**config.mk**
```make
export PLATFORM = sky130hd
export DESIGN_NAME = mycpu_fu
export DESIGN_NICKNAME = d
export VERILOG_FILES = /design/src/rtl/mycpu_fu.sv
export SDC_FILE = /design/constraint.sdc
export NUM_CORES = 1
export LEC_CHECK = 0
export BUFFER_PORTS_ARGS = -buffer_cell sky130_fd_sc_hd__buf_2
export CAP_MARGIN = 20
export CORE_MARGIN = 2
export CORE_UTILIZATION = 61
export CTS_CLUSTER_DIAMETER = 150
export CTS_CLUSTER_SIZE = 20
export DETAILED_ROUTE_END_ITERATION = 16
export PLACE_DENSITY = 0.85
export SYNTH_ARGS = -nofsm -noshare
export SYNTH_HDL_FRONTEND = slang
export SYNTH_SLANG_ARGS = --single-unit
```
**constraint.sdc**
```tcl
create_clock -name clk -period 12.2 [get_ports clk]
set_input_delay 1.83 -clock clk [delete_from_list [all_inputs] [get_ports clk]]
set_output_delay 1.83 -clock clk [all_outputs]
set_load 0.05 [all_outputs]
```
**src/rtl/mycpu_fu.sv**
```systemverilog
`default_nettype none
// +--------------------------------------------------------------------------+
// | Module   : mycpu_fu                                                      |
// | Purpose  : Registered 16-function ALU/shifter with zero/negative flags.  |
// |            Define FU_CARRY_FLAGS_EN to add registered c_out/v_out.       |
// | Revision : 1.0  initial release                                          |
// +--------------------------------------------------------------------------+
module mycpu_fu #(
  parameter int DATA_WIDTH = 16
) (
  input  logic                  clk,
  input  logic                  rst,
  input  logic [DATA_WIDTH-1:0] a_in,
  input  logic [DATA_WIDTH-1:0] b_in,
  input  logic [3:0]            fs_in,
  output logic [DATA_WIDTH-1:0] f_out,
  output logic                  z_out,
  output logic                  n_out
`ifdef FU_CARRY_FLAGS_EN
  ,
  output logic                  c_out,
  output logic                  v_out
`endif
);

  localparam logic [3:0] c_FS_PASS_A  = 4'b0000;
  localparam logic [3:0] c_FS_INC_A   = 4'b0001;
  localparam logic [3:0] c_FS_ADD     = 4'b0010;
  localparam logic [3:0] c_FS_ADD_C   = 4'b0011;
  localparam logic [3:0] c_FS_ADD_NB  = 4'b0100;
  localparam logic [3:0] c_FS_SUB     = 4'b0101;
  localparam logic [3:0] c_FS_DEC_A   = 4'b0110;
  localparam logic [3:0] c_FS_PASS_A2 = 4'b0111;
  localparam logic [3:0] c_FS_AND     = 4'b1000;
  localparam logic [3:0] c_FS_OR      = 4'b1001;
  localparam logic [3:0] c_FS_XOR     = 4'b1010;
  localparam logic [3:0] c_FS_NOT_A   = 4'b1011;
  localparam logic [3:0] c_FS_PASS_B  = 4'b1100;
  localparam logic [3:0] c_FS_SHR_B   = 4'b1101;
  localparam logic [3:0] c_FS_SHL_B   = 4'b1110;
  localparam logic [3:0] c_FS_ZERO    = 4'b1111;

  // All six arithmetic codes share one adder: F = A + w_add_b + w_cin.
  logic [DATA_WIDTH-1:0] w_add_b;
  logic                  w_cin;
  logic [DATA_WIDTH-1:0] w_f;
  logic                  w_z;
  logic                  w_n;

  always_comb begin
    w_add_b = '0;
    w_cin   = 1'b0;
    case (fs_in)
      c_FS_INC_A:  begin w_add_b = '0;     w_cin = 1'b1; end
      c_FS_ADD:    begin w_add_b = b_in;   w_cin = 1'b0; end
      c_FS_ADD_C:  begin w_add_b = b_in;   w_cin = 1'b1; end
      c_FS_ADD_NB: begin w_add_b = ~b_in;  w_cin = 1'b0; end
      c_FS_SUB:    begin w_add_b = ~b_in;  w_cin = 1'b1; end
      c_FS_DEC_A:  begin w_add_b = '1;     w_cin = 1'b0; end
      default:     begin w_add_b = '0;     w_cin = 1'b0; end
    endcase
  end

`ifdef FU_CARRY_FLAGS_EN
  logic [DATA_WIDTH:0] w_sum;
  logic                w_is_arith;
  logic                w_c;
  logic                w_v;

  assign w_sum = {1'b0, a_in} + {1'b0, w_add_b} + {{DATA_WIDTH{1'b0}}, w_cin};
  assign w_is_arith = (fs_in >= c_FS_INC_A) && (fs_in <= c_FS_DEC_A);

  always_comb begin
    w_c = 1'b0;
    w_v = 1'b0;
    if (w_is_arith) begin
      w_c = w_sum[DATA_WIDTH];
      // Overflow: like-signed operands produce a result of the other sign.
      w_v = (a_in[DATA_WIDTH-1] == w_add_b[DATA_WIDTH-1]) &&
            (w_sum[DATA_WIDTH-1] != a_in[DATA_WIDTH-1]);
    end else if (fs_in == c_FS_SHR_B) begin
      w_c = b_in[0];
    end else if (fs_in == c_FS_SHL_B) begin
      w_c = b_in[DATA_WIDTH-1];
    end
  end
`else
  logic [DATA_WIDTH-1:0] w_sum;

  assign w_sum = a_in + w_add_b + {{(DATA_WIDTH-1){1'b0}}, w_cin};
`endif

  always_comb begin
    w_f = '0;
    case (fs_in)
      c_FS_PASS_A, c_FS_PASS_A2: w_f = a_in;
      c_FS_INC_A, c_FS_ADD, c_FS_ADD_C,
      c_FS_ADD_NB, c_FS_SUB, c_FS_DEC_A: w_f = w_sum[DATA_WIDTH-1:0];
      c_FS_AND:    w_f = a_in & b_in;
      c_FS_OR:     w_f = a_in | b_in;
      c_FS_XOR:    w_f = a_in ^ b_in;
      c_FS_NOT_A:  w_f = ~a_in;
      c_FS_PASS_B: w_f = b_in;
      c_FS_SHR_B:  w_f = {1'b0, b_in[DATA_WIDTH-1:1]};
      c_FS_SHL_B:  w_f = {b_in[DATA_WIDTH-2:0], 1'b0};
      c_FS_ZERO:   w_f = '0;
      default:     w_f = '0;
    endcase
  end

  assign w_z = (w_f == '0);
  assign w_n = w_f[DATA_WIDTH-1];

  always_ff @(posedge clk) begin
    if (rst) begin
      f_out <= '0;
      z_out <= 1'b1;
      n_out <= 1'b0;
    end else begin
      f_out <= w_f;
      z_out <= w_z;
      n_out <= w_n;
    end
  end

`ifdef FU_CARRY_FLAGS_EN
  always_ff @(posedge clk) begin
    if (rst) begin
      c_out <= 1'b0;
      v_out <= 1'b0;
    end else begin
      c_out <= w_c;
      v_out <= w_v;
    end
  end
`endif

endmodule
`default_nettype wire

```
# After elaboration in Yosys (flattened, before gate mapping)
# Cells that the tools add are included.
dict set report totals {
  input_bits 38
  word_cells 35
  register_bits 18
  output_inout_bits 18
}
dict set report op_classes {
  reduce_logical 7
  add_sub_neg 2
  muxes 3
  bitwise 5
  eq_ne 15
}
# operator count
set ops {}
lappend ops {{16-bit case mux with 10 select lines} 1}
lappend ops {{16-bit case mux with 3 select lines} 1}
lappend ops {{4-bit == test (second input constant)} 8}
lappend ops {{16-bit inverter} 2}
lappend ops {{16-bit by 1-bit adder with 16-bit output} 1}
lappend ops {{16-bit adder} 1}
lappend ops {{16-bit bitwise AND} 1}
lappend ops {{4-bit by 3-bit == test with 1-bit output (second input constant)} 4}
lappend ops {{16-bit logical NOT} 1}
lappend ops {{16-bit OR} 1}
lappend ops {{16-bit bitwise XOR} 1}
lappend ops {{4-bit by 2-bit == test with 1-bit output (second input constant)} 2}
lappend ops {{2-bit OR reduction} 3}
lappend ops {{6-bit OR reduction} 1}
lappend ops {{4-bit by 1-bit == test with 1-bit output (second input constant)} 1}
lappend ops {{4-bit logical NOT} 1}
lappend ops {{3-bit OR reduction} 1}
lappend ops {{1-bit two-way mux} 1}

# Logic depth before layout (Yosys ltp)
# Gate-level depths: netlist of the first run.
dict set report depth {
  depth_word 7
  ltp_mapped 16
  ltp_nobuf 13
}

# Worst setup path after synthesis of the first run
# OpenSTA, ideal clock, no wires.
dict set report synth_path {
  path_type {input to register}
  start {input port fs_in[1]}
  end {register z_out}
  required_ns 12.140
  path_slack_ns 6.864
  path_buffers 4
  cell_stages 15
  arrival_time_ns 5.276
  setup_time_ns 0.060
  cell_sequence {buf_2 > buf_2 > buf_2 > buf_1 > mux2i_1 > nor2_1 > fa_1 > fa_1 > a21o_1 > a221oi_2 > o31ai_1 > a2111oi_1 > nand4_1 > nor4b_2 > a41o_1}
}
dict set report synth_between {
  elab_chain_len 7
  word_cells_on_any_way 27
  cone_classes {add/sub (2); eq/ne (15); mux (3); reduce/logical (7)}
}
# element line
set synth_rtl {}
lappend synth_rtl {{start, declared} 15} ;# input logic [3:0] fs_in,
lappend synth_rtl {{4-bit by 3-bit == test with 1-bit output or 4-bit by 2-bit == test with 1-bit output (tied branches)} {53, 95}}
lappend synth_rtl {{2-bit OR reduction (no source line)} -}
lappend synth_rtl {{16-bit case mux with 3 select lines} 53} ;# case (fs_in)
lappend synth_rtl {{16-bit adder} 90} ;# assign w_sum = a_in + w_add_b + {{(DATA_WIDTH-1){1'b0}}, w_cin};
lappend synth_rtl {{16-bit by 1-bit adder with 16-bit output} 90}
lappend synth_rtl {{16-bit case mux with 10 select lines *} 95} ;# case (fs_in)
lappend synth_rtl {{16-bit logical NOT *} 111} ;# assign w_z = (w_f == '0);
lappend synth_rtl {{end signal, assigned} 121} ;# z_out <= w_z;
lappend synth_rtl {{end, declared} 17} ;# output logic z_out,
# Every way passes the cells marked *; elsewhere a longest branch is shown, timed or not.
# A chain may end at the register's enable or synchronous reset.

# Final worst setup path of the first run
# Same ends and word-level chain as after synthesis.

==> results of run 1 <==
-- power by group --
group	internal (mW)	total [mW]	switching (mW)
Sequential	0.0617	0.0629	0.00120
Combinational	0.0578	0.165	0.107
Clock	0.0231	0.0401	0.0170
Total	0.143	0.268	0.125
-- cells in the final DEF (no fill, tap or decap), types with 3 or more instances in the layout --
| master | Yosys | routed |
|---|---|---|
| a211oi_1 | 5 | 5 |
| a21boi_0 | 4 | 4 |
| a21o_1 | 6 | 6 |
| a21oi_1 | 30 | 30 |
| a221oi_1 | 6 | 6 |
| a22o_1 | 3 | 3 |
| a22oi_1 | 12 | 12 |
| a31oi_1 | 6 | 6 |
| a32o_1 | 3 | 3 |
| a32oi_1 | 4 | 4 |
| and2_1 | 3 | 3 |
| buf_2 | 14 | 55 |
| clkbuf_8 | 0 | 3 |
| dfxtp_1 | 17 | 17 |
| ha_1 | 46 | 46 |
| inv_1 | 40 | 40 |
| mux2_2 | 4 | 4 |
| mux2i_1 | 25 | 25 |
| mux4_2 | 3 | 3 |
| nand2_1 | 37 | 37 |
| nand2b_1 | 6 | 6 |
| nand3_1 | 10 | 10 |
| nand4_1 | 5 | 5 |
| nor2_1 | 33 | 33 |
| nor2b_1 | 11 | 11 |
| nor3_1 | 5 | 5 |
| nor3b_1 | 3 | 3 |
| o21ai_0 | 22 | 22 |
| o21bai_1 | 3 | 3 |
| o22ai_1 | 7 | 7 |
| o31ai_1 | 3 | 3 |
| or3_1 | 3 | 3 |
| xnor2_1 | 6 | 6 |
| xor2_1 | 5 | 5 |
-- registers in the layout, summed over array words and instances, names as in the netlist --
register and count:
f_out 16, z_out 1
-- cell type report --
class | count | share of cell area
clock buffers | 4 | 0.0124
flip-flops and latches | 17 | 0.0935
inverters | 41 | 0.0423
repair buffers | 57 | 0.0797
well taps | 72 | 0.0247
multi-input cells | 361 | 0.747
-- routing by layer --
layer / GRT usage / vias to the layer above
li1: - / 1718
met1: 0.411 / 1696
met2: 0.547 / 211
met3: 0.0310 / 30
met4: 0.135 / 0
met5: 0 / -
-- synthesized netlist by cell type, types with 6 or more instances --
cell,number,area [sq um]
o22ai_1,7,43.8
mux2i_1,25,250
nand2_1,37,139
ha_1,46,576
dfxtp_1,17,340
nand3_1,10,50.1
nand2b_1,6,37.5
nor2_1,33,124
inv_1,40,150
buf_2,14,70.1
nor2b_1,11,68.8
clkbuf_1,10,37.5
o21ai_0,22,110
a22oi_1,12,90.1
a221oi_1,6,52.6
a21o_1,6,45.0
xnor2_1,6,52.6
a21oi_1,30,150
a31oi_1,6,37.5
-- worst paths after layout --
path	end	slack (ns)	cells after the start
worst max-delay path	z_out	5.96	14
worst min-delay path	f_out[3]	1.90	3
-- metrics by stage --
step / power, mW / utilization
finish: 0.268 / 0.674
global route: 0.285 / 0.674
CTS: 0.266 / 0.674
detailed placement: 0.225 / 0.665
global placement: 0.222 / 0.665
floorplan: 0.184 / -
-- logic make-up after synthesis --
family	count (synthesis)	synth area share
AOI/OAI and AO/OA	143	0.301
xor gates and xnor gates	11	0.0286
adders and majority gates	48	0.183
buffers and inverters	71	0.0910
DFF	17	0.101
muxes	32	0.108
and+or+nand+nor	127	0.188
==> qor.yml, run 1 <==
drt-wirelength-per-cell_um: 17.9
synth_seq_area_share: 0.101
wirelength_met1_mm: 4.05
root_buffer: "clkbuf_8"
cts_tree: "yes"
cp.arrival_ns: 6.43
coreArea_sq_mm: 0.00541
critPathBufInv: 2
cts.path.max_buffers: 2
synth.distinct_cells: 69
clock_sinks: 17
outcome: "complete, no violations"
slowest_delay_ns: 0.66
clk_pin_slew_worst_paths_ns: 0.06
gp_congestion: 0.964
fmax_mhz: 160
vias: 3655
die_w_um: 78.3
final-hold-violation-count: 0
antenna_found_initial: 0
timing.hold.ws_ns: 1.90
crit_family: "compound AO/OA/AOI/OAI gates"
vias_per_cell: 6.62
final_cell_area_sq_mm: 0.00364
slowest_stage: "a2111oi_1"
synth.avg_cell_area_sq_um: 7.50
cp_max_fo: 61
crit_start: "fs_in[1]"
regArea_sq_um: 340
grt_pass1_vias: 3321
numCtsBuffers: 3
hold_path_startpoint: "a_in[3]"
grt_pass1_wl_mm: 15.9
powerDensity_mw_per_mm2: 73.6
ant_nets: 0
async_flop_share: 0
dr.pass1.iters: 5
multi_input_area_sq_mm: 0.00272
row_count: 27
period_share: 0.512
top_layer: "met4"
finalSetupTns_ns: 0
period_minus_slack_ns: 6.24
final_nets: 567
cts_hold_buf: 0
drtIter0Drc: 543
syn_area_sq_mm: 0.00337
drc: 0
slew_viol_final: 0
netlist_instances: 449
irDropWorstVdd_mv: 0.0577
met2WireLength_mm: 4.64
cts_setup_buffers: 0
cts_htree_levels: 1
synth_fp_nets: 535
hp-class: "input pin to flop"
crit_path_end_kind: "flop"
die_h_um: 78.3
drt_wl_total_mm: 9.88
yosysWarnings: 0
crit_top_cell: "fa_1"
fillers: 467
placed_area_sq_mm: 0.00360
portBuffers: 55
dieArea_sq_mm: 0.00613
finalSetupViolCount: 0
power.leakage_nw: 1.79
ys_dominant_reg_cell: "dfxtp_1"
cp_cell_sequence: "buf_2, buf_4, nand3_1, nand2_1, nor2_1, fa_1, fa_1, a21o_1, a221oi_2, o31ai_1, a2111oi_1, nand4_1, nor4b_2, a41o_1"
dp.cells: 548
area_growth_pct: 8.10
diodes: 0
max_slew_margin: 0.301
grt_max_degree: 62
cp.required_ns: 12.39
grt_usage: 0.320
post-route-worst-setup-slack_ns: 5.96
rsz0062_at_grt: "false"
drive_gt1_frac: 0.150
cts_resized: 0
max_cap_viol_count: 0
overflow: 0
initial_core_util: 0.623
dp_hpwl_mm: 7.45
ios: 56
worst_slew_pin_slew_ns: 1.05
dpl_worst_slack_ns: 5.86
synth-seq-cells: 17
path_class: "input pin to flop"
synth-edff-count: 0
fin_cells: 552
cp-start-kind: "input pin"
wl_met3_um: 891
Power figures use the tool's default switching activity.
==> run 2, diff against run 1 <==
- ABC_AREA: unset -> 1
- CORE_UTILIZATION: 61 -> 53
- PLACE_DENSITY: 0.85 -> 0.79
- clock period: 12.2 -> 5.65 ns (I/O delays scaled with it)
==> qor.yml, run 2 <==
yosysTopAreaCell: "nand2_1"
final_util: 0.601  # -0.0728
layout_common_cells: "nand2_1, inv_1, nor2_1"
fin_cells: 781  # +41%
dpl_worst_slack_ns: 1.95  # -3.91 ns
synth.avg_cell_area_sq_um: 5.29  # -29%
cts_htree_levels: 1  # unchanged
die_h_um: 84.9  # +8.4%
grt_pass1_wl_mm: 18.5  # +16%
row_count: 29  # +7.4%
die_w_um: 84.9  # +8.4%
synth-seq-cells: 17  # unchanged
max_slew_margin: 0.307  # +0.00604
cp-start-kind: "input pin"
async_flop_share: 0  # unchanged
critPathBufInv: 2  # unchanged
netlist_instances: 655  # +46%
dp.cells: 777  # +42%
root_buffer: "clkbuf_8"
overflow: 0  # unchanged
layout_commonest_cell: "nand2_1"
p_total_mw: 0.558  # +110%
final_cell_area_sq_mm: 0.00381  # +4.8%
area_growth_pct: 10.1
ios: 56  # unchanged
synth_top_area_frac: 0.260  # +0.0891
final-hold-violation-count: 0  # unchanged
finalSetupViolCount: 0  # unchanged
yosysMostFrequentCell: "nand2_1"
max_cap_viol_count: 0  # unchanged
path_class: "input pin to flop"
vias_per_cell: 5.58  # -16%
cp_max_fo: 18  # -70%
largest_reg_flops: 16  # unchanged
cts_tree: "yes"
initial_core_util: 0.546  # -0.0775
ys_dominant_reg_cell: "dfxtp_1"
worst_slew_pin_slew_ns: 1.04  # -0.0129 ns
yosysWarnings: 0  # unchanged
synth.distinct_cells: 27  # -61%
period_share: 0.621
dp_hpwl_mm: 8.92  # +20%
dr.pass1.iters: 5  # unchanged
final_nets: 791  # +40%
syn_area_sq_mm: 0.00346  # +2.9%
cp_cell_sequence: "buf_2, inv_1, nor2_1, nand2_2, nand3_1, fa_1, fa_1, nand2_1, nand2_1, nand3_1, nand2_1, nand2_1, nand2_1, nand2_1, nand3_1, nand4_1, nor2_1, nand2_1, nand2_1"
drt_wl_total_mm: 11.3  # +14%
multi_input_area_sq_mm: 0.00267  # -1.8%
clock_sinks: 17  # unchanged
ant_nets: 0  # unchanged
slew_viol_final: 0  # unchanged
antenna_found_initial: 0  # unchanged
synth_seq_area_share: 0.0982  # -0.00281
portBuffers: 55  # unchanged
coreArea_sq_mm: 0.00635  # +17%
rsz0062_at_grt: "false"
crit_top_cell: "nand2_1"
clk_pin_slew_worst_paths_ns: 0.07  # about the same
slowest_delay_ns: 0.48  # -0.18 ns
cts_hold_buf: 0  # unchanged
fillers: 672  # +44%
gp_congestion: 1.01  # +4.9%
regMostFlops: "f_out"
cts_setup_buffers: 0  # unchanged
top_regs: "f_out: 16 flops, z_out: 1 flops"
drtIter0Drc: 537  # -1.1%
cp.required_ns: 5.80  # -6.59 ns
synthTopCellsByCount: "nand2_1, inv_1, nor2_1, nand3_1, ha_1"
timing.hold.ws_ns: 0.967  # -0.932 ns
dieArea_sq_mm: 0.00720  # +17%
fmax_mhz: 285
grt_max_degree: 19  # -69%
cts.path.max_buffers: 2  # unchanged
regArea_sq_um: 340  # unchanged
drive_gt1_frac: 0.109  # -0.0406
cp.arrival_ns: 3.66  # -2.77 ns
cts_resized: 0  # unchanged
yosys-top-cells-area: "nand2_1, ha_1, inv_1, nor2_1, dfxtp_1"
powerDensity_mw_per_mm2: 146  # +99%
grt_usage: 0.315  # -0.00486
diodes: 0  # unchanged
power.leakage_nw: 2.36  # +32%
crit_path_end_kind: "flop"
crit_family: "simple AND/OR/NAND/NOR gates"
slowest_stage: "fa_1"
vias: 4356  # +19%
placed_area_sq_mm: 0.00377  # +4.8%
post-route-worst-setup-slack_ns: 2.14  # -3.81 ns
finalSetupTns_ns: 0  # unchanged
irDropWorstVdd_mv: 0.200  # +250%
hp-class: "input pin to flop"
drc: 0  # unchanged
outcome: "complete, no violations"
synth_fp_nets: 741  # +39%
drt-wirelength-per-cell_um: 14.4  # -19%
grt_pass1_vias: 3914  # +18%
synth-edff-count: 0  # unchanged
numCtsBuffers: 3  # unchanged
period_minus_slack_ns: 3.51
==> run 2: power breakdown <==
part           switching (mW)  total (mW)  internal [mW]
sequential            0.00246       0.136          0.133
combinational           0.237       0.334         0.0968
clock                  0.0387      0.0887         0.0500
total                   0.278       0.558          0.280
==> run 2: logic make-up (layout without fill, tap and decap cells) <==
logic type	after synthesis	after routing	synth area share
flip-flops	17	17	0.0982
buffers and inverters	111	160	0.131
AND/OR/NAND/NOR	435	435	0.527
adder cells (fa/ha/maj)	48	48	0.178
XOR/XNOR	1	1	0.00253
AO/OA/AOI/OAI	43	43	0.0643
==> run 2: final cells by class <==
| cell class | instances | area share |
|---|---|---|
| Clock buffer | 4 | 0.0118 |
| Tap cell | 77 | 0.0253 |
| Sequential cell | 17 | 0.0892 |
| Multi-Input combinational cell | 527 | 0.700 |
| Timing Repair Buffer | 57 | 0.0761 |
| Inverter | 99 | 0.0974 |
==> run 2: worst paths after layout <==
kind,to,slack (ns),depth (start not counted),from
worst min-delay path,f_out[3],0.97,2,rst
worst max-delay path,z_out,2.14,19,fs_in[1]
==> run 2: metal layers <==
| layer | vias up | global-route usage | routed length, um |
|---|---|---|---|
| li1 | 2133 | - | - |
| met1 | 1943 | 0.440 | 4890 |
| met2 | 239 | 0.506 | 4790 |
| met3 | 41 | 0.0340 | 1180 |
| met4 | 0 | 0.111 | 408 |
| met5 | - | 0 | 0 |
